[src/rtl/aes_inv_data_path.sv]
// Byte-serial AES-128 inverse cipher: 16 ciphertext bytes in, 16 plaintext bytes out.
// Latency: start cycle = 0, plaintext byte k appears registered on d_out at cycle 197+k.
// Backpressure: none; one block at a time, start is ignored while busy is high.
module aes_inv_data_path #(
  parameter int NR = 10
) (
  input  logic       clk,
  input  logic       rst_n,
  input  logic       start,
  input  logic [7:0] d_in,
  input  logic [7:0] rk_in,
  output logic [3:0] rk_round,
  output logic [3:0] rk_idx,
  output logic [7:0] d_out,
  output logic       d_out_valid,
  output logic       busy
);

  localparam logic [3:0] LAST_RK     = 4'(NR);
  localparam logic [3:0] FIRST_ROUND = 4'(NR - 1);

  typedef enum logic [2:0] {
    S_IDLE,
    S_LOAD,
    S_SUBK,
    S_IMC,
    S_OUT
  } fsm_e;

  fsm_e       fsm_q, fsm_d;
  logic [3:0] cnt_q, cnt_d;
  logic [3:0] round_q, round_d;
  logic [7:0] state_q [16];
  logic [7:0] state_d [16];
  logic [7:0] nxt_q [16];
  logic [7:0] nxt_d [16];
  logic [7:0] d_out_q, d_out_d;
  logic       d_out_valid_q, d_out_valid_d;
  logic       busy_q, busy_d;

  logic [7:0]  sb_in, sb_out;
  logic [3:0]  col_base;
  logic [31:0] col_in, col_out;

  // Multiply by x in GF(2^8) modulo x^8+x^4+x^3+x+1.
  function automatic logic [7:0] xtime(input logic [7:0] a);
    return {a[6:0], 1'b0} ^ (a[7] ? 8'h1B : 8'h00);
  endfunction

  function automatic logic [7:0] gf_mul(input logic [7:0] a, input logic [7:0] b);
    logic [7:0] acc;
    logic [7:0] p;
    acc = 8'h00;
    p   = a;
    for (int i = 0; i < 8; i++) begin
      if (b[i]) acc = acc ^ p;
      p = xtime(p);
    end
    return acc;
  endfunction

  // a^254 is the multiplicative inverse for a != 0 and maps 0 to 0.
  function automatic logic [7:0] gf_inv(input logic [7:0] a);
    logic [7:0] r;
    logic [7:0] p;
    r = 8'h01;
    p = a;
    for (int i = 0; i < 7; i++) begin
      p = gf_mul(p, p);
      r = gf_mul(r, p);
    end
    return r;
  endfunction

  // Undo the forward affine map (including its 0x63 constant).
  function automatic logic [7:0] inv_affine(input logic [7:0] x);
    return {x[6:0], x[7]} ^ {x[4:0], x[7:5]} ^ {x[1:0], x[7:2]} ^ 8'h05;
  endfunction

  // The affine map is outermost in the forward S-box, so it is peeled first here.
  function automatic logic [7:0] inv_sbox(input logic [7:0] x);
    return gf_inv(inv_affine(x));
  endfunction

  // Source byte index for output byte k of InvShiftRows.
  function automatic logic [3:0] invsr(input logic [3:0] k);
    logic [1:0] r;
    logic [1:0] c;
    r = k[1:0];
    c = k[3:2] - r;
    return {c, r};
  endfunction

  // One column of InvMixColumns; byte 0 of the column sits in [31:24].
  function automatic logic [31:0] inv_mix_col(input logic [31:0] col);
    logic [7:0] a [4];
    logic [7:0] m9 [4];
    logic [7:0] mb [4];
    logic [7:0] md [4];
    logic [7:0] me [4];
    logic [7:0] x2, x4, x8;
    for (int i = 0; i < 4; i++) begin
      a[i]  = col[31-8*i -: 8];
      x2    = xtime(a[i]);
      x4    = xtime(x2);
      x8    = xtime(x4);
      m9[i] = x8 ^ a[i];
      mb[i] = x8 ^ x2 ^ a[i];
      md[i] = x8 ^ x4 ^ a[i];
      me[i] = x8 ^ x4 ^ x2;
    end
    return {me[0] ^ mb[1] ^ md[2] ^ m9[3],
            m9[0] ^ me[1] ^ mb[2] ^ md[3],
            md[0] ^ m9[1] ^ me[2] ^ mb[3],
            mb[0] ^ md[1] ^ m9[2] ^ me[3]};
  endfunction

  // Shared datapath: one InvSbox (SUBK and OUT read the same shifted byte) and one column mixer.
  always_comb begin
    sb_in    = state_q[invsr(cnt_q)];
    sb_out   = inv_sbox(sb_in);
    col_base = {cnt_q[1:0], 2'b00};
    col_in   = {state_q[col_base], state_q[col_base + 4'd1],
                state_q[col_base + 4'd2], state_q[col_base + 4'd3]};
    col_out  = inv_mix_col(col_in);
  end

  // Sequencer and next-state computation for every register.
  always_comb begin
    fsm_d         = fsm_q;
    cnt_d         = cnt_q;
    round_d       = round_q;
    state_d       = state_q;
    nxt_d         = nxt_q;
    d_out_d       = d_out_q;
    d_out_valid_d = 1'b0;
    busy_d        = busy_q;
    rk_round      = LAST_RK;
    rk_idx        = 4'd0;

    case (fsm_q)
      S_IDLE: begin
        if (start) begin
          state_d[0] = d_in ^ rk_in;
          cnt_d      = 4'd1;
          fsm_d      = S_LOAD;
          busy_d     = 1'b1;
        end
      end

      S_LOAD: begin
        rk_idx         = cnt_q;
        state_d[cnt_q] = d_in ^ rk_in;
        cnt_d          = cnt_q + 4'd1;
        if (cnt_q == 4'd15) begin
          fsm_d   = S_SUBK;
          round_d = FIRST_ROUND;
          cnt_d   = 4'd0;
        end
      end

      S_SUBK: begin
        rk_round     = round_q;
        rk_idx       = cnt_q;
        nxt_d[cnt_q] = sb_out ^ rk_in;
        cnt_d        = cnt_q + 4'd1;
        if (cnt_q == 4'd15) begin
          // nxt_d already carries byte 15 written above.
          state_d = nxt_d;
          fsm_d   = S_IMC;
          cnt_d   = 4'd0;
        end
      end

      S_IMC: begin
        // Key is not consumed here; keep the address where SUBK left it.
        rk_round                  = round_q;
        rk_idx                    = 4'd15;
        state_d[col_base]         = col_out[31:24];
        state_d[col_base + 4'd1]  = col_out[23:16];
        state_d[col_base + 4'd2]  = col_out[15:8];
        state_d[col_base + 4'd3]  = col_out[7:0];
        cnt_d                     = cnt_q + 4'd1;
        if (cnt_q == 4'd3) begin
          cnt_d = 4'd0;
          if (round_q == 4'd1) begin
            fsm_d = S_OUT;
          end else begin
            round_d = round_q - 4'd1;
            fsm_d   = S_SUBK;
          end
        end
      end

      S_OUT: begin
        rk_round      = 4'd0;
        rk_idx        = cnt_q;
        d_out_d       = sb_out ^ rk_in;
        d_out_valid_d = 1'b1;
        cnt_d         = cnt_q + 4'd1;
        if (cnt_q == 4'd15) begin
          fsm_d  = S_IDLE;
          busy_d = 1'b0;
          cnt_d  = 4'd0;
        end
      end

      default: begin
        fsm_d = S_IDLE;
      end
    endcase
  end

  // All state, synchronously cleared by rst_n.
  always_ff @(posedge clk) begin
    if (!rst_n) begin
      fsm_q         <= S_IDLE;
      cnt_q         <= 4'd0;
      round_q       <= 4'd0;
      for (int i = 0; i < 16; i++) begin
        state_q[i] <= 8'h00;
        nxt_q[i]   <= 8'h00;
      end
      d_out_q       <= 8'h00;
      d_out_valid_q <= 1'b0;
      busy_q        <= 1'b0;
    end else begin
      fsm_q         <= fsm_d;
      cnt_q         <= cnt_d;
      round_q       <= round_d;
      for (int i = 0; i < 16; i++) begin
        state_q[i] <= state_d[i];
        nxt_q[i]   <= nxt_d[i];
      end
      d_out_q       <= d_out_d;
      d_out_valid_q <= d_out_valid_d;
      busy_q        <= busy_d;
    end
  end

  assign d_out       = d_out_q;
  assign d_out_valid = d_out_valid_q;
  assign busy        = busy_q;

endmodule
[config.mk]
export PLATFORM = sky130hd
export DESIGN_NAME = aes_inv_data_path
export DESIGN_NICKNAME = d
export VERILOG_FILES = /design/src/rtl/aes_inv_data_path.sv
export SDC_FILE = /design/constraint.sdc
export NUM_CORES = 2
export LEC_CHECK = 0
export CELL_PAD_IN_SITES_DETAIL_PLACEMENT = 0
export CELL_PAD_IN_SITES_GLOBAL_PLACEMENT = 1
export CORE_MARGIN = 2
export CORE_UTILIZATION = 53
export CTS_CLUSTER_DIAMETER = 120
export DETAILED_ROUTE_END_ITERATION = 6
export HOLD_SLACK_MARGIN = 0.03
export PLACE_DENSITY = 0.95
export RECOVER_POWER = 50
export SETUP_SLACK_MARGIN = 0.4
export SYNTH_ARGS = -nofsm -noshare
export SYNTH_HDL_FRONTEND = slang
export SYNTH_SLANG_ARGS = --single-unit
[constraint.sdc]
create_clock -name clk -period 49.1 [get_ports clk]
set_input_delay 4.91 -clock clk [delete_from_list [all_inputs] [get_ports clk]]
set_output_delay 4.91 -clock clk [all_outputs]
set_load 0.05 [all_outputs]
**Word-level counts from Yosys, hierarchy flattened**

Cells that the tools add are included.

- Bits in registers: 277
- Latch bits: 0
- Bits in writable memories: 0
- ROM bits: 0
- Bits of input ports: 19
- Output and inout bits: 18
- Logic and storage cells: 606
- Memories kept: 0

- Add/sub/neg operators: 6
- $mul: 0
- Div/mod/pow operators: 0
- $lt $le $gt $ge: 11
- Equal/unequal tests: 13
- Shift operators: 0
- Multiplexer cells: 271
- Bitwise logic cells: 248
- Reduce and logical (&&, ||, !) cells: 19

Operators by type and width:

| cell | number |
|---|---|
| bitwise XOR 8 bit | 131 |
| 2-to-1 mux 8 bit | 121 |
| bitwise XOR 8 x 5 -> 8 bit | 103 |
| bitwise mux 128 bit | 6 |
| 2-to-1 mux 5 bit | 104 |
| one-hot mux 120 bit (3 select lines) | 1 |
| binary-select mux 8 bit (select 4 bit) | 5 |
| demux 8 bit (select 4 bit) | 5 |
| 2-to-1 mux 128 bit | 1 |
| one-hot mux 8 bit (4 select lines) | 1 |
| >= comparator 5 bit, second input constant | 6 |
| inverter 4 -> 5 bit | 6 |
| 2-to-1 mux 4 bit | 7 |
| < comparator 5 x 1 -> 1 bit, second input constant | 5 |
| one-hot mux 4 bit (2 select lines) | 3 |
| 2-to-1 mux 3 bit | 7 |
| one-hot mux 3 bit (5 select lines) | 1 |
| inequality test 2 bit, second input constant | 6 |
| one-hot mux 4 bit (3 select lines) | 1 |
| adder 4 x 1 -> 4 bit, second input constant | 2 |
| adder 4 x 2 -> 4 bit, second input constant | 2 |
| 2-to-1 mux 7 bit | 1 |
| inverter 1 bit, first input constant | 7 |
| == test 3 x 2 -> 1 bit, second input constant | 2 |
| other kinds (23) | 34 |

**Logic depth before layout (Yosys ltp)**

- Depth in word-level cells: 138
- Depth in mapped cells: 74
- Mapped depth without buffers: 62

**Worst setup path before layout**

No wires, ideal clock.

- Path type: reg-to-reg
- From: register cnt_q[2]
- To: register with a tool-made name
- Setup time: 0.119 ns
- Arrival: 16.965 ns
- Data required time: 48.981 ns
- Path slack: 32.017 ns
- Cell stages (with the launch flop): 71
- Buffers on the path: 14
- Clock period less this slack: 17.083 ns
- Cell sequence: dfxtp_1 > clkbuf_1 > inv_1 > ha_1 > buf_2 > mux4_2 > mux2i_1 > mux2_2 > clkbuf_1 > nand3_1 > o211ai_2 > inv_2 > ha_1 > o2111ai_1 > xor2_1 > inv_2 > clkbuf_1 > ha_1 > [... 35 more ...] > or4_1 > mux2i_1 > a2111oi_4 > and2_1 > buf_4 > nor3_1 > o311a_1 > o311a_1 > o211a_1 > or2_1 > buf_2 > nor2_1 > xnor3_2 > xnor2_4 > nor2_2 > buf_2 > a22oi_1 > o221a_1

RTL lines:

| what | line | text |
|---|---|---|
| from (decl) | 31 | `logic [3:0] cnt_q, cnt_d;` |
| from (signal assigned) | 229 | `cnt_q <= cnt_d;` |

==> impl_metrics.py <==
metrics = {
    "detailed_routing": {
        "routedWlPerCell_um": 23.1,
        "vias": 33100,
        "first_pass_iters": 6,
        "viasPerCell": 6.47,
        "totalWireLength_mm": 118,
        "drc": 0,
        "drt_iter0_markers": 4562,
        "ant_nets": 0,
    },
    "worst_setup_path": {
        "critical_path.most_common_cell": "xnor2_1",
        "cp_data_arrival_time_ns": 26.87,
        "start_kind": "flip-flop",
        "critical_path.max_stage_delay_ns": 2.37,
        "path_max_fanout": 21,
        "slowest_stage": "a2111oi_0",
        "critPathKind": "flip-flop to flip-flop",
        "end_kind": "flip-flop",
        "critPathRequiredTime_ns": 49.61,
    },
    "floorplan": {
        "start_util": 0.538,
        "die-area_mm2": 0.0649,
        "rows": 91,
        "ios": 37,
        "die_y_um": 255,
        "die_x_um": 255,
        "core_area_mm2": 0.0619,
    },
    "sta": {
        "grt_setup_unrepaired": "false",
        "post-route-period-util": 0.537,
        "worst_pin_slew_ns": 3.84,
        "slew_viol_final": 434,
        "period_needed_ns": 26.35,
        "finalHoldViolCount": 0,
        "fmax_mhz": 37.9,
        "finClkSkew_ns": 0.0221,
        "setup_viol": 0,
        "tns_ns": 0,
        "relSlewSlack": -1.56,
        "fin_ws_ns": 22.75,
    },
    "placed_design": {
        "place_ws_ns": 27.56,
        "gp_congestion": 1.04,
        "io_buffers": 36,
        "hpwl_mm": 82.0,
    },
    "grt": {
        "grt_start_max_net_pins": 100,
        "grtUsageTotal": 0.356,
        "antenna_found_initial": 3,
        "grt_pass1_wl_mm": 182,
        "grt-ovfl-total": 0,
        "grt_pass1_vias": 30000,
    },
    "job": {
        "max_cap_viol_count": 11,
    },
    "synth": {
        "synth_area_leader_cell": "dfxtp_1",
        "synth_fa_ha_area_frac": 0.00555,
        "synth_ff_type": "dfxtp_1",
        "synth_area_leaders": "dfxtp_1, xnor2_1, nand2_1",
        "ys_seq_area_frac": 0.161,
        "synth-compound-area-share": 0.236,
        "synth_fp_nets": 4479,
        "synth_common_cells": "nand2_1, xnor2_1, nor2_1",
        "synth_edf_count": 0,
        "synth_top_area_share": 0.161,
        "synth_xor_area_frac": 0.265,
        "synth_top_family_by_area": "XOR/XNOR gates",
        "synthArstFlopShare": 0,
        "syn_inst": 4446,
        "synth.area.mux_share": 0.0906,
        "synth_cell_types": 107,
        "syn_avg_cell_area_um2": 7.50,
        "yosys.area_share.simple": 0.194,
        "synth_seq_cells": 269,
        "synthesis.area_mm2": 0.0333,
        "yosys_warnings": 0,
        "synth_most_common_cell": "nand2_1",
    },
    "status": {
        "violations": "max-capacitance violations, max-slew violations",
        "status": "finished with violations",
    },
    "clock_network": {
        "numCtsBuffers": 30,
        "hold_buffers": 0,
        "cts_buffer_depth": 3,
        "cts_setup_buffers": 0,
        "cts-root-buf": "clkbuf_16",
        "post_cts_resized": 0,
        "clk_latency_ns": 0.59,
        "cts.clk_slew.worst_paths_ns": 0.06,
        "htreeDepth": 1,
        "cts_sinks": 269,
        "tritoncts": "done",
    },
    "min_path": {
        "worstHoldPathType": "flip-flop to flip-flop",
    },
    "final_layout": {
        "drive_gt1_frac": 0.0808,
        "diodes": 0,
        "area_growth_pct": 5.21,
        "fillerInstances": 5998,
        "nets": 4293,
    },
}
==> cells in the final DEF, fill, tap and decap left out, types with 17 or more instances in the layout <==
cell / instances
a2111oi_0: 37
a211oi_1: 21
a21boi_0: 134
a21boi_1: 34
a21oi_1: 276
a22oi_1: 34
a31oi_1: 34
and2_1: 41
buf_4: 83
clkbuf_16: 31
clkdlybuf4s50_1: 19
dfxtp_1: 267
inv_1: 26
mux2_2: 17
mux2i_1: 149
mux4_2: 56
nand2_1: 748
nand3_1: 111
nor2_1: 441
nor3_1: 74
o2111ai_1: 18
o211ai_1: 68
o21ai_0: 269
o21ai_1: 21
o221a_1: 18
o221a_2: 25
o22ai_1: 34
o31ai_1: 20
or3_1: 18
xnor2_1: 526
xnor2_2: 47
xnor3_1: 67
xor2_1: 160
==> final cells by class <==
cell class              instances  area (µm²)  area share
clock buffers                  48         960      0.0274
clock inverters                 8        90.1     0.00257
inverters                      36         135     0.00385
multi-input cells            3797       26500       0.754
flip-flops and latches        269        5390       0.154
well taps                     837        1050      0.0298
repair buffers                126        1000      0.0286
==> metal layers <==
metal	GRT usage	part of all wire	up-vias
met5	0	0.00030	-
met4	0.124	0.039	6
met3	0.0681	0.10	301
met2	0.567	0.45	1842
met1	0.481	0.41	15700
li1	-	-	15300
==> cell families after synthesis <==
| kind of cell | after synthesis |
|---|---|
| xor+xnor | 826 |
| mux | 228 |
| compound gates | 1187 |
| flops | 269 |
| simple gates | 1541 |
| buf+inv | 380 |
| fa+ha+maj | 15 |
==> final timing paths <==
check,startpoint,end,slack (ns),depth (start not counted)
setup reg to reg,cnt_q[2]$_SDFFE_PN0P_,flip-flop,22.75,61
hold reg to reg,nxt_q[104]$_SDFFE_PN0P_,nxt_q[104]$_SDFFE_PN0P_,0.45,2
hold / removal,nxt_q[104]$_SDFFE_PN0P_,nxt_q[104]$_SDFFE_PN0P_,0.45,2
setup / recovery,cnt_q[2]$_SDFFE_PN0P_,flip-flop,22.75,61
==> worst max-delay path: cells and delay by family (launching register included) <==
family / cells / cell delay [ns]
multiplexers: 5 / 1.97
flip-flops: 1 / 0.69
AND/OR/NAND/NOR: 12 / 3.77
adder cells (fa/ha/maj): 3 / 1.68
AO/OA/AOI/OAI: 19 / 8.15
buffers and inverters: 4 / 2.10
XOR/XNOR: 18 / 7.88
==> through the flow <==
| step | utilization | hold WS [ns] | instances | area [µm²] |
|---|---|---|---|---|
| global placement | 0.551 | 0.437 | 5065 | 34200 |
| detailed placement | 0.551 | 0.442 | 5065 | 34200 |
| CTS | 0.568 | 0.450 | 5121 | 35200 |
| global route | 0.566 | 0.471 | 5121 | 35100 |
| finish | 0.566 | 0.452 | 5121 | 35100 |
| floorplan | - | 0.432 | 4446 | 33300 |
Power is not shown: default switching activity piles up to over one toggle a cycle in this logic, so the estimate is an artifact.
